File: config.mk
export PLATFORM = sky130hd
export DESIGN_NAME = fetch_unit_flat
export DESIGN_NICKNAME = d
export VERILOG_FILES = /design/src/rtl/fetch_pkg.sv /design/src/rtl/fetch_unit_if.sv /design/src/rtl/fetch_fifo.sv /design/src/rtl/fetch_unit.sv /design/src/flat_wrapper.sv
export SDC_FILE = /design/constraint.sdc
export NUM_CORES = 1
export LEC_CHECK = 0
export ABC_AREA = 1
export CORE_UTILIZATION = 30
export DETAILED_ROUTE_END_ITERATION = 10
export PLACE_DENSITY = 0.53
export SETUP_SLACK_MARGIN = 0.15
export SYNTH_ARGS = -nofsm -noshare
export SYNTH_HDL_FRONTEND = slang
export SYNTH_SLANG_ARGS = --single-unit
File: constraint.sdc
create_clock -name clk -period 4.3 [get_ports clk]
set_clock_uncertainty 0.15 [all_clocks]
set_input_delay 0.86 -clock clk [delete_from_list [all_inputs] [get_ports clk]]
set_output_delay 0.86 -clock clk [all_outputs]
set_load 0.01 [all_outputs]
File: src/rtl/fetch_pkg.sv
// Shared types and constants for the instruction fetch stage.
package fetch_pkg;

  // RUN : nothing outstanding
  // WAIT: one request outstanding, its response will be buffered
  // DROP: one request outstanding, its response will be thrown away
  typedef enum logic [1:0] {
    RUN  = 2'd0,
    WAIT = 2'd1,
    DROP = 2'd2
  } fetch_state_t;

  localparam int ILEN_BYTES = 4;
  localparam int INSTR_W    = 32;

endpackage

File: src/rtl/fetch_unit_if.sv
// Memory request/grant/response channel plus the valid/ready channel to decode.
interface fetch_unit_if
  import fetch_pkg::*;
#(
  parameter int WIDTH = 32
);
  logic               imem_req;
  logic [WIDTH-1:0]   imem_addr;
  logic               imem_gnt;
  logic               imem_rvalid;
  logic [INSTR_W-1:0] imem_rdata;

  logic               if_valid;
  logic               if_ready;
  logic [WIDTH-1:0]   if_pc;
  logic [INSTR_W-1:0] if_instr;

  // Fetch unit side
  modport master (
    output imem_req, imem_addr,
    input  imem_gnt, imem_rvalid, imem_rdata,
    output if_valid, if_pc, if_instr,
    input  if_ready
  );

  // Memory / decode side
  modport slave (
    input  imem_req, imem_addr,
    output imem_gnt, imem_rvalid, imem_rdata,
    input  if_valid, if_pc, if_instr,
    output if_ready
  );
endinterface

File: src/rtl/fetch_fifo.sv
// Small synchronous FIFO holding {pc, instr} pairs; flush empties it in one cycle.
module fetch_fifo #(
  parameter int DEPTH = 2,
  parameter int W     = 64,
  localparam int AW   = $clog2(DEPTH)
) (
  input  logic          clk,
  input  logic          rst,
  input  logic          flush_i,
  input  logic          push_i,
  input  logic [W-1:0]  wdata_i,
  input  logic          pop_i,
  output logic [W-1:0]  rdata_o,
  output logic [AW:0]   occ_o
);

  logic [DEPTH-1:0][W-1:0] mem_q;
  logic [AW-1:0]           rd_ptr_q, wr_ptr_q;
  logic [AW:0]             occ_q;
  logic                    do_push, do_pop;

  assign do_push = push_i && (occ_q != (AW+1)'(DEPTH));
  assign do_pop  = pop_i && (occ_q != '0);

  // Pointer and occupancy bookkeeping; flush wins over push/pop.
  always_ff @(posedge clk) begin
    if (rst || flush_i) begin
      rd_ptr_q <= '0;
      wr_ptr_q <= '0;
      occ_q    <= '0;
    end else begin
      if (do_push) wr_ptr_q <= wr_ptr_q + 1'b1;
      if (do_pop)  rd_ptr_q <= rd_ptr_q + 1'b1;
      case ({do_push, do_pop})
        2'b10:   occ_q <= occ_q + 1'b1;
        2'b01:   occ_q <= occ_q - 1'b1;
        default: occ_q <= occ_q;
      endcase
    end
  end

  // Storage; cleared only by reset so the head reads zero out of reset.
  always_ff @(posedge clk) begin
    if (rst) begin
      mem_q <= '0;
    end else if (do_push && !flush_i) begin
      mem_q[wr_ptr_q] <= wdata_i;
    end
  end

  assign rdata_o = mem_q[rd_ptr_q];
  assign occ_o   = occ_q;

endmodule

File: src/rtl/fetch_unit.sv
// Instruction fetch: drives the PC register, issues one memory request at a
// time and buffers returned words for decode; redirects kill in-flight work.
module fetch_unit
  import fetch_pkg::*;
#(
  parameter int WIDTH = 32,
  parameter int DEPTH = 2
) (
  input  logic             clk,
  input  logic             rst,
  input  logic [WIDTH-1:0] pc,
  output logic [WIDTH-1:0] next_pc,
  output logic             pc_en,
  input  logic             redirect_valid,
  input  logic [WIDTH-1:0] redirect_pc,
  fetch_unit_if.master     bus
);

  localparam int AW = $clog2(DEPTH);
  localparam int EW = WIDTH + INSTR_W;

  fetch_state_t     state_q, state_d;
  logic [WIDTH-1:0] req_pc_q, req_pc_d;
  logic [AW:0]      occ;
  logic [EW-1:0]    head;
  logic             push, credit_ok, req, grant, pop;
  logic             unused_rpc;

  // Low redirect bits are dropped by the alignment.
  assign unused_rpc = ^redirect_pc[1:0];

  // A live response is pushed unless a redirect kills it this cycle.
  assign push = !rst && (state_q == WAIT) && bus.imem_rvalid && !redirect_valid;

  // Credit counts the word landing this cycle but not a concurrent pop, so a
  // granted request always has a free slot when its response returns.
  assign credit_ok = ({1'b0, occ} + (AW+2)'(push)) < (AW+2)'(DEPTH);

  // Request, PC update and next-state selection.
  always_comb begin
    state_d  = state_q;
    req_pc_d = req_pc_q;
    pc_en    = 1'b0;
    next_pc  = pc;
    req      = !rst && !redirect_valid && credit_ok &&
               ((state_q == RUN) || ((state_q == WAIT) && bus.imem_rvalid));
    grant    = req && bus.imem_gnt;

    if (rst) begin
      next_pc = '0;
    end else if (redirect_valid) begin
      pc_en   = 1'b1;
      next_pc = {redirect_pc[WIDTH-1:2], 2'b00};
    end else if (grant) begin
      pc_en    = 1'b1;
      next_pc  = pc + WIDTH'(ILEN_BYTES);
      req_pc_d = pc;
    end

    case (state_q)
      RUN: begin
        if (grant) state_d = WAIT;
      end
      WAIT: begin
        if (redirect_valid)        state_d = bus.imem_rvalid ? RUN : DROP;
        else if (bus.imem_rvalid)  state_d = grant ? WAIT : RUN;
      end
      DROP: begin
        // The killed response retires the outstanding slot even if another
        // redirect arrives alongside it; otherwise nothing would ever end DROP.
        if (bus.imem_rvalid) state_d = RUN;
      end
      default: state_d = RUN;
    endcase
  end

  // FSM state and captured request PC.
  always_ff @(posedge clk) begin
    if (rst) begin
      state_q  <= RUN;
      req_pc_q <= '0;
    end else begin
      state_q  <= state_d;
      req_pc_q <= req_pc_d;
    end
  end

  assign pop = bus.if_valid && bus.if_ready;

  fetch_fifo #(
    .DEPTH (DEPTH),
    .W     (EW)
  ) u_fifo (
    .clk     (clk),
    .rst     (rst),
    .flush_i (redirect_valid),
    .push_i  (push),
    .wdata_i ({req_pc_q, bus.imem_rdata}),
    .pop_i   (pop),
    .rdata_o (head),
    .occ_o   (occ)
  );

  assign bus.imem_req  = req;
  assign bus.imem_addr = pc;
  assign bus.if_valid  = !rst && (occ != '0);
  assign bus.if_pc     = head[EW-1:INSTR_W];
  assign bus.if_instr  = head[INSTR_W-1:0];

endmodule
File: src/flat_wrapper.sv
// flat-port wrapper written by rule: the top's interface ports become plain ports
module fetch_unit_flat import fetch_pkg::*;
#(
  parameter int WIDTH = 32,
  parameter int DEPTH = 2
)
  (clk, rst, pc, next_pc, pc_en, redirect_valid, redirect_pc, bus_imem_req, bus_imem_addr, bus_imem_gnt, bus_imem_rvalid, bus_imem_rdata, bus_if_valid, bus_if_pc, bus_if_instr, bus_if_ready);
  fetch_unit_if #(.WIDTH(WIDTH)) bus_i ();
  input  logic clk;
  input  logic rst;
  input  logic [WIDTH-1:0] pc;
  output logic [WIDTH-1:0] next_pc;
  output logic pc_en;
  input  logic redirect_valid;
  input  logic [WIDTH-1:0] redirect_pc;
  output wire logic [$bits(bus_i.imem_req)-1:0] bus_imem_req;
  output wire logic [$bits(bus_i.imem_addr)-1:0] bus_imem_addr;
  input wire logic [$bits(bus_i.imem_gnt)-1:0] bus_imem_gnt;
  input wire logic [$bits(bus_i.imem_rvalid)-1:0] bus_imem_rvalid;
  input wire logic [$bits(bus_i.imem_rdata)-1:0] bus_imem_rdata;
  output wire logic [$bits(bus_i.if_valid)-1:0] bus_if_valid;
  output wire logic [$bits(bus_i.if_pc)-1:0] bus_if_pc;
  output wire logic [$bits(bus_i.if_instr)-1:0] bus_if_instr;
  input wire logic [$bits(bus_i.if_ready)-1:0] bus_if_ready;
  assign bus_imem_req = bus_i.imem_req;
  assign bus_imem_addr = bus_i.imem_addr;
  assign bus_i.imem_gnt = bus_imem_gnt;
  assign bus_i.imem_rvalid = bus_imem_rvalid;
  assign bus_i.imem_rdata = bus_imem_rdata;
  assign bus_if_valid = bus_i.if_valid;
  assign bus_if_pc = bus_i.if_pc;
  assign bus_if_instr = bus_i.if_instr;
  assign bus_i.if_ready = bus_if_ready;
  fetch_unit #(.WIDTH(WIDTH), .DEPTH(DEPTH)) u_core (.clk(clk), .rst(rst), .pc(pc), .next_pc(next_pc), .pc_en(pc_en), .redirect_valid(redirect_valid), .redirect_pc(redirect_pc), .bus(bus_i));
endmodule
==> impl_metrics.toml, run 1 <==
[detailed_routing]
routed_wire_length_per_instance_um = 14.8
detailroute.via_count = 8289
count_of_antenna_violating_nets_left_after_detailed_routing = 0
drc = 0
dr.first_iter.drc_count = 504
drt_pass1_iterations = 7
viasPerCell = 4.66
finalWirelength_mm = 26.3

[place]
place.port_buffers = 230
routabilityCongestion = 0.878
hpwlAfterDp_mm = 18.1

[worst_setup_path]
cp_common_cell = "sky130_fd_sc_hd__nand2_1"
timing.critical_path.required_ns = 3.29
timing.critical_path.max_delay_family = "buffers and inverters"
timing.critical_path.from_type = "input pin"
worstPathMaxFanout = 3
critical-path-max-stage-delay_ns = 0.57
worstSetupPathType = "in -> out"
timing.critical_path.arrival_ns = 3.06
cp_num_buf_inv = 2
cp_max_stage_cell = "sky130_fd_sc_hd__clkdlybuf4s50_1"
critical_path.endpoint_type = "output port"
cell_chain_of_the_critical_path = "clkdlybuf4s50_1 > nand2_1 > nor2_1 > nand2_1 > nor2_1 > nand2_1 > nand2_1 > nand2_1 > nand2_1 > nand2_1 > a21oi_1 > clkdlybuf4s50_1"

[grt]
grt_start_max_net_pins = 130
track_usage_pct = 18.6
initial_antenna_violation_count = 0
grt_pass1_vias = 7653
grt_overflow = 0
grt_first_pass_wirelength_mm = 41.0

[floorplan]
fp.coreArea_mm2 = 0.0269
die_area_mm2 = 0.0280
top_level_ports = 233
count_of_standard_cell_rows = 60
die_y_um = 167
floorplan.initialDensity_pct = 30.5
dieWidth_um = 167

[sta]
rsz_0062_raised_after_global_routing = "false"
totalNegativeSetupSlack_ns = 0
final.hold.worst_slack_ns = 0.295
report.final.setup_viol = 0
worstMarginPinSlew_ns = 0.679
final-max-slew-violation-count = 0
post-route-period-util_pct = 94.6
fmax_ghz = 0.246
slew_headroom_pct = 54.7
fin_crit_ns = 4.07
final_report_hold_violation_count = 0

[cts]
cts_tree = "yes"
clock_sink_count = 166
cts-hold-fix-buffers = 0
clk_transition_reported_paths_ns = 0.06
max-clock-path-buffers = 2
clock_tree.htree_level_count = 4
tritoncts.num_buffers = 17
worstSkewPairLatency_ns = 0.42
clock_tree.root_cell = "sky130_fd_sc_hd__clkbuf_16"

[synth]
postSynthCellCount = 1245
muxShareOfSynthArea_pct = 0
synth.distinct_cells = 25
part_of_the_yosys_area_used_for_sequential_elements_pct = 40.5
summed_instance_area_of_the_synthesized_netlist_mm2 = 0.00820
yosys.area_share.simple_pct = 22.3
yosys_warnings = 0
main_combinational_cell_family_by_area_after_synthesis = "compound AO/OA/AOI/OAI gates"
synth_xor_area_share_pct = 0.962
synth_adder_area_share_pct = 0.305
yosys_register_bits = 166
synth.net_count = 1349
synth_compound_area_share_pct = 23.6
syn_area_per_cell_um2 = 6.58

[run]
maxCapViolations = 0

[min_path]
hp-class = "reg -> reg"

[power_and_ir_drop]
leakage_nw = 4.41
vdd_ir_drop_max_uv = 254
power_density_mw_per_mm2 = 309

[run_status]
outcome = "complete, no violations"

[finish]
finalNetCount = 1527
final_design_utilization_pct = 42.7
syn_to_final_growth_pct = 39.9
post_route_cells_drive_above_1_share_pct = 7.03
insertedDiodeCount = 0
==> path summary, 6_finish.rpt <==
| path | start | to | slack (ns) | depth (start not counted) |
|---|---|---|---|---|
| hold / removal | u_core.u_fifo.mem_q[29] | u_core.u_fifo.mem_q[29] | 0.30 | 2 |
| setup reg to reg | u_core.state_q[0] | u_core.u_fifo.mem_q[120] | 2.25 | 8 |
| setup / recovery | pc[16] | next_pc[20] | 0.23 | 12 |
| hold reg to reg | u_core.u_fifo.mem_q[29] | u_core.u_fifo.mem_q[29] | 0.30 | 2 |
==> cells in the final DEF (no fill, tap or decap), drive strengths merged <==
master         netlist  layout
a21oi              188     188
a31oi                6       6
buf                 64      43
bufinv               0       1
clkbuf              49      17
clkdlybuf4s50        0     201
clkinv               0       4
dfxtp              166     166
dlygate4sd2          0       2
dlymetal6s2s         0      26
ha                   2       2
inv                110     120
nand2              362     362
nand3               31      31
nand3b               4       4
nand4                1       1
nor2                60      60
nor3                 3       3
nor4                 1       1
o21ai              186     186
o21bai               1       1
o22ai                1       1
o31ai                1       1
xor2                 9       9
==> registers in the layout, indices dropped and copies added, names as in the netlist <==
register,flops
u_core.u_fifo.occ_o,2
u_core.req_pc_q,32
u_core.u_fifo.mem_q,128
u_core.u_fifo.wr_ptr_q,1
u_core.u_fifo.rd_ptr_q,1
u_core.state_q,2
==> cell families (layout without fill, tap and decap cells) <==
kind of cell | after synthesis | in the layout
adder cells (fa/ha/maj) | 2 | 2
buffers and inverters | 223 | 414
AND/OR/NAND/NOR | 462 | 462
XOR/XNOR | 9 | 9
flip-flops | 166 | 166
AO/OA/AOI/OAI | 383 | 383
==> area by class of cell <==
type                    count  area (um^2)
clock buffers              17          425
well taps                 341          427
inverters                 110          414
fillers                  2904        15400
clock inverters            15          173
multi-input cells         856         3950
flip-flops and latches    166         3330
repair buffers            272         2750
==> metrics by stage <==
step | power [mW] | worst slack (ns) | std cells | instance area, um^2
global route | 3.70 | 0.152 | 1777 | 11500
detailed placement | 2.04 | 0.0573 | 1743 | 10700
global placement | 2.04 | 0.0855 | 1743 | 10700
finish | 3.55 | 0.234 | 1777 | 11500
CTS | 3.60 | 0.161 | 1775 | 11300
floorplan | 1.79 | 1.28 | 1245 | 8200
==> per-layer routing <==
metal | vias to the layer above | global-route usage [%] | wire length [um]
met2 | 210 | 30.1 | 12000
met4 | 0 | 5.42 | 390
met1 | 3717 | 25.0 | 12800
met3 | 20 | 3.36 | 1080
met5 | - | 0 | 0
li1 | 4342 | - | -
==> what timing repair did <==
action	4_1_cts	5_1_grt
buffers inserted	0	2
gates resized for setup	7	45
pin swaps	0	4
endpoints found under the hold margin	0	0
endpoints found under the setup margin	17	19
==> power by group <==
group / internal, mW / total [mW] / switching (mW)
clock network: 0.836 / 1.55 / 0.712
logic: 0.211 / 0.430 / 0.220
registers: 1.56 / 1.57 / 0.0135
total: 2.60 / 3.55 / 0.945
==> tightest hold or removal path, cell delays in order (launching register included) <==
cell and delay, ns:
sky130_fd_sc_hd__dfxtp_1 0.30, sky130_fd_sc_hd__inv_1 0.05, sky130_fd_sc_hd__a21oi_1 0.05
==> cells in the mapped netlist <==
master	number	area, um^2
sky130_fd_sc_hd__o31ai_1	1	7.51
sky130_fd_sc_hd__ha_1	2	25.0
sky130_fd_sc_hd__o21ai_1	3	15.0
sky130_fd_sc_hd__inv_2	2	7.51
sky130_fd_sc_hd__nor2_4	2	22.5
sky130_fd_sc_hd__dfxtp_1	166	3320
sky130_fd_sc_hd__a21oi_1	188	941
sky130_fd_sc_hd__o21ai_0	183	916
sky130_fd_sc_hd__nand3b_1	4	30.0
sky130_fd_sc_hd__buf_2	30	150
sky130_fd_sc_hd__nand2_1	362	1360
sky130_fd_sc_hd__nor2_1	58	218
sky130_fd_sc_hd__nand3_1	31	155
sky130_fd_sc_hd__nor3_1	3	15.0
sky130_fd_sc_hd__xor2_1	9	78.8
sky130_fd_sc_hd__buf_6	1	11.3
sky130_fd_sc_hd__clkbuf_2	5	25.0
sky130_fd_sc_hd__clkbuf_1	44	165
sky130_fd_sc_hd__a31oi_1	6	37.5
sky130_fd_sc_hd__nand4_1	1	6.26
sky130_fd_sc_hd__o22ai_1	1	6.26
sky130_fd_sc_hd__buf_4	33	248
sky130_fd_sc_hd__o21bai_1	1	7.51
sky130_fd_sc_hd__nor4_4	1	21.3
sky130_fd_sc_hd__inv_1	108	405
Power figures use the tool's default switching activity.
==> run 2: changes to the inputs <==
--- a/config.mk
+++ b/config.mk
@@ -6,6 +6,7 @@
 export NUM_CORES = 1
 export LEC_CHECK = 0
 export ABC_AREA = 1
+export CORE_MARGIN = 1.5
 export CORE_UTILIZATION = 30
 export DETAILED_ROUTE_END_ITERATION = 10
 export PLACE_DENSITY = 0.53
==> run 2 against run 1 <==
Highest routed layer unchanged; critical path depth grew 1; clock power rose by 7%; design area is 0.49% higher; largest power group is now the clock network; worst setup slack better by 0.0039 ns; sequential power hardly changed; first-iteration DRC count fell by 8.1%; non-clock buffer count grew 7; hold slack worse by 0.00091 ns; via count rose by 1.7%; register-to-register slack better by 0.13 ns; maximum frequency about the same; die area is 1.2% higher.
==> impl_metrics.toml, run 2 (synthesis results as in run 1) <==
[finish]
leading_cell_types_in_the_layout_fill_and_taps_excluded = "361 x sky130_fd_sc_hd__nand2_1, 216 x sky130_fd_sc_hd__clkdlybuf4s50_1, 188 x sky130_fd_sc_hd__a21oi_1, 183 x sky130_fd_sc_hd__o21ai_0, 165 x sky130_fd_sc_hd__dfxtp_1"
max_ffs_per_register = 128
syn_to_final_growth_pct = 40.5
final.fill_count = 2873
finalNetCount = 1534
post_route_cells_drive_above_1_share_pct = 7.35
final_design_utilization_pct = 42.9
mostFrequentLayoutCell = "sky130_fd_sc_hd__nand2_1"
largest_register = "u_core.u_fifo.mem_q"
insertedDiodeCount = 0
reg_top3 = "u_core.u_fifo.mem_q (128), u_core.req_pc_q (32)"

[sta]
rsz_0062_raised_after_global_routing = "true"
final_report_hold_violation_count = 0
worstMarginPinSlew_ns = 0.969
final-max-slew-violation-count = 0
fmax_ghz = 0.246
post-route-period-util_pct = 94.5
fin_crit_ns = 4.06
totalNegativeSetupSlack_ns = 0
report.final.setup_viol = 0
slew_headroom_pct = 35.4

[grt]
grt_first_pass_wirelength_mm = 41.4
track_usage_pct = 18.6
grt_overflow = 0
grt_pass1_vias = 7810
initial_antenna_violation_count = 0
grt_start_max_net_pins = 130

[power_and_ir_drop]
vdd_ir_drop_max_uv = 253
power_density_mw_per_mm2 = 319
leakage_nw = 4.31

[floorplan]
dieWidth_um = 168
fp.coreArea_mm2 = 0.0269
die_area_mm2 = 0.0283
count_of_standard_cell_rows = 60
floorplan.initialDensity_pct = 30.5
top_level_ports = 233
die_y_um = 168

[worst_setup_path]
timing.rr.end = "u_core.req_pc_q[5]"
cp_num_cells = 13
timing.critical_path.max_delay_family = "buffers and inverters"
timing.critical_path.arrival_ns = 3.05
worst-r2r-cell-count = 8
worstPathMaxFanout = 5
critical_path.endpoint_type = "output port"
timing.critical_path.from_type = "input pin"
cell_chain_of_the_critical_path = "clkdlybuf4s50_1 > buf_4 > nand2_1 > nor2_2 > nand2_2 > inv_2 > nand3_1 > nor2_1 > nand3_1 > nand2_1 > nor2_1 > nor2_1 > clkdlybuf4s50_1"
timing.critical_path.required_ns = 3.29
cp_num_buf_inv = 4
reg2reg_from = "u_core.state_q[1]"
cp_common_cell = "sky130_fd_sc_hd__nor2_1"
critical-path-max-stage-delay_ns = 0.54
setup.worst_path.start = "pc[3]"
cp_max_stage_cell = "sky130_fd_sc_hd__clkdlybuf4s50_1"
ff2ff_setup_slack_ns = 2.38
endpoint = "next_pc[21]"
worstSetupPathType = "in -> out"

[cts]
clock_tree.htree_level_count = 4
clk_transition_reported_paths_ns = 0.07
tritoncts.num_buffers = 17
worstSkewPairLatency_ns = 0.42
max-clock-path-buffers = 2
clock_tree.root_cell = "sky130_fd_sc_hd__clkbuf_16"
cts-hold-fix-buffers = 0
clock_sink_count = 166
cts_tree = "yes"

[run]
maxCapViolations = 0

[detailed_routing]
finalWirelength_mm = 26.6
dr.first_iter.drc_count = 463
drc = 0
count_of_antenna_violating_nets_left_after_detailed_routing = 0
detailroute.via_count = 8426
routed_wire_length_per_instance_um = 14.9
drt_pass1_iterations = 5
viasPerCell = 4.72

[min_path]
hp-class = "reg -> reg"

[run_status]
outcome = "complete, no violations"

[place]
place.port_buffers = 230
routabilityCongestion = 0.912
hpwlAfterDp_mm = 18.1
## run 2: cell count changes in the layout (fill, tap and decap cells not counted), sizes merged
cell | before | now
buf | 43 | 49
bufinv | 1 | 4
clkbuf | 17 | 19
clkdlybuf4s50 | 201 | 216
clkinv | 4 | 2
dlymetal6s2s | 26 | 11
inv | 120 | 118
## run 2: worst register-to-register path, delay by kind of cell, from the launching register on
kind,cells,cell delay (ns)
and+or+nand+nor,3,0.47
buffers and inverters,2,0.45
AOI/OAI and AO/OA,3,0.44
DFF,1,0.35
## run 2: area by class of cell
type | count | area [um^2] | area share, %
well taps | 341 | 427 | 3.70
flip-flops and latches | 166 | 3330 | 28.9
clock inverters | 14 | 209 | 1.81
clock buffers | 18 | 429 | 3.73
repair buffers | 279 | 2790 | 24.2
inverters | 110 | 413 | 3.58
multi-input cells | 856 | 3930 | 34.1
## run 2: worst min-delay path by stage
stage                                    to                     from  cells after the start
floorplan            u_core.u_fifo.mem_q[0]   u_core.u_fifo.mem_q[0]                      2
global placement    u_core.u_fifo.mem_q[52]  u_core.u_fifo.mem_q[52]                      2
detailed placement   u_core.u_fifo.mem_q[8]   u_core.u_fifo.mem_q[8]                      2
CTS                  u_core.u_fifo.mem_q[8]   u_core.u_fifo.mem_q[8]                      2
global route        u_core.u_fifo.mem_q[51]  u_core.u_fifo.mem_q[51]                      2
finish               u_core.u_fifo.mem_q[8]   u_core.u_fifo.mem_q[8]                      2
## run 2: power breakdown
part	total (mW)	switching [mW]	internal [mW]
Clock	1.66	0.669	0.993
Sequential	1.57	0.0133	1.56
Combinational	0.439	0.221	0.218
Total	3.67	0.903	2.77
## run 2: repair_timing
item,4_1_cts,5_1_grt
buffers inserted,0,1
endpoints found under the setup margin,15,27
pin swaps,0,2
gates cloned,0,1
resized for setup,4,29
## run 2: through the flow
step	total power, mW	hold slack, ns	instance area [um^2]	setup WS, ns	std cells
CTS	3.72	0.298	11400	0.129	1782
detailed placement	2.04	0.288	10800	0.0877	1750
floorplan	1.79	0.274	8200	1.28	1245
finish	3.67	0.294	11500	0.238	1784
global placement	2.04	0.282	10800	0.111	1750
global route	3.83	0.317	11500	0.0337	1784
## run 2: layer usage
layer	wire (um)	track usage, %	share of wire (%)	vias to the layer above
met4	378	4.54	1.4	0
met3	1410	4.49	5.3	24
met1	12600	24.8	47	3796
met5	0	0	0	-
li1	-	-	-	4371
met2	12200	30.2	46	235
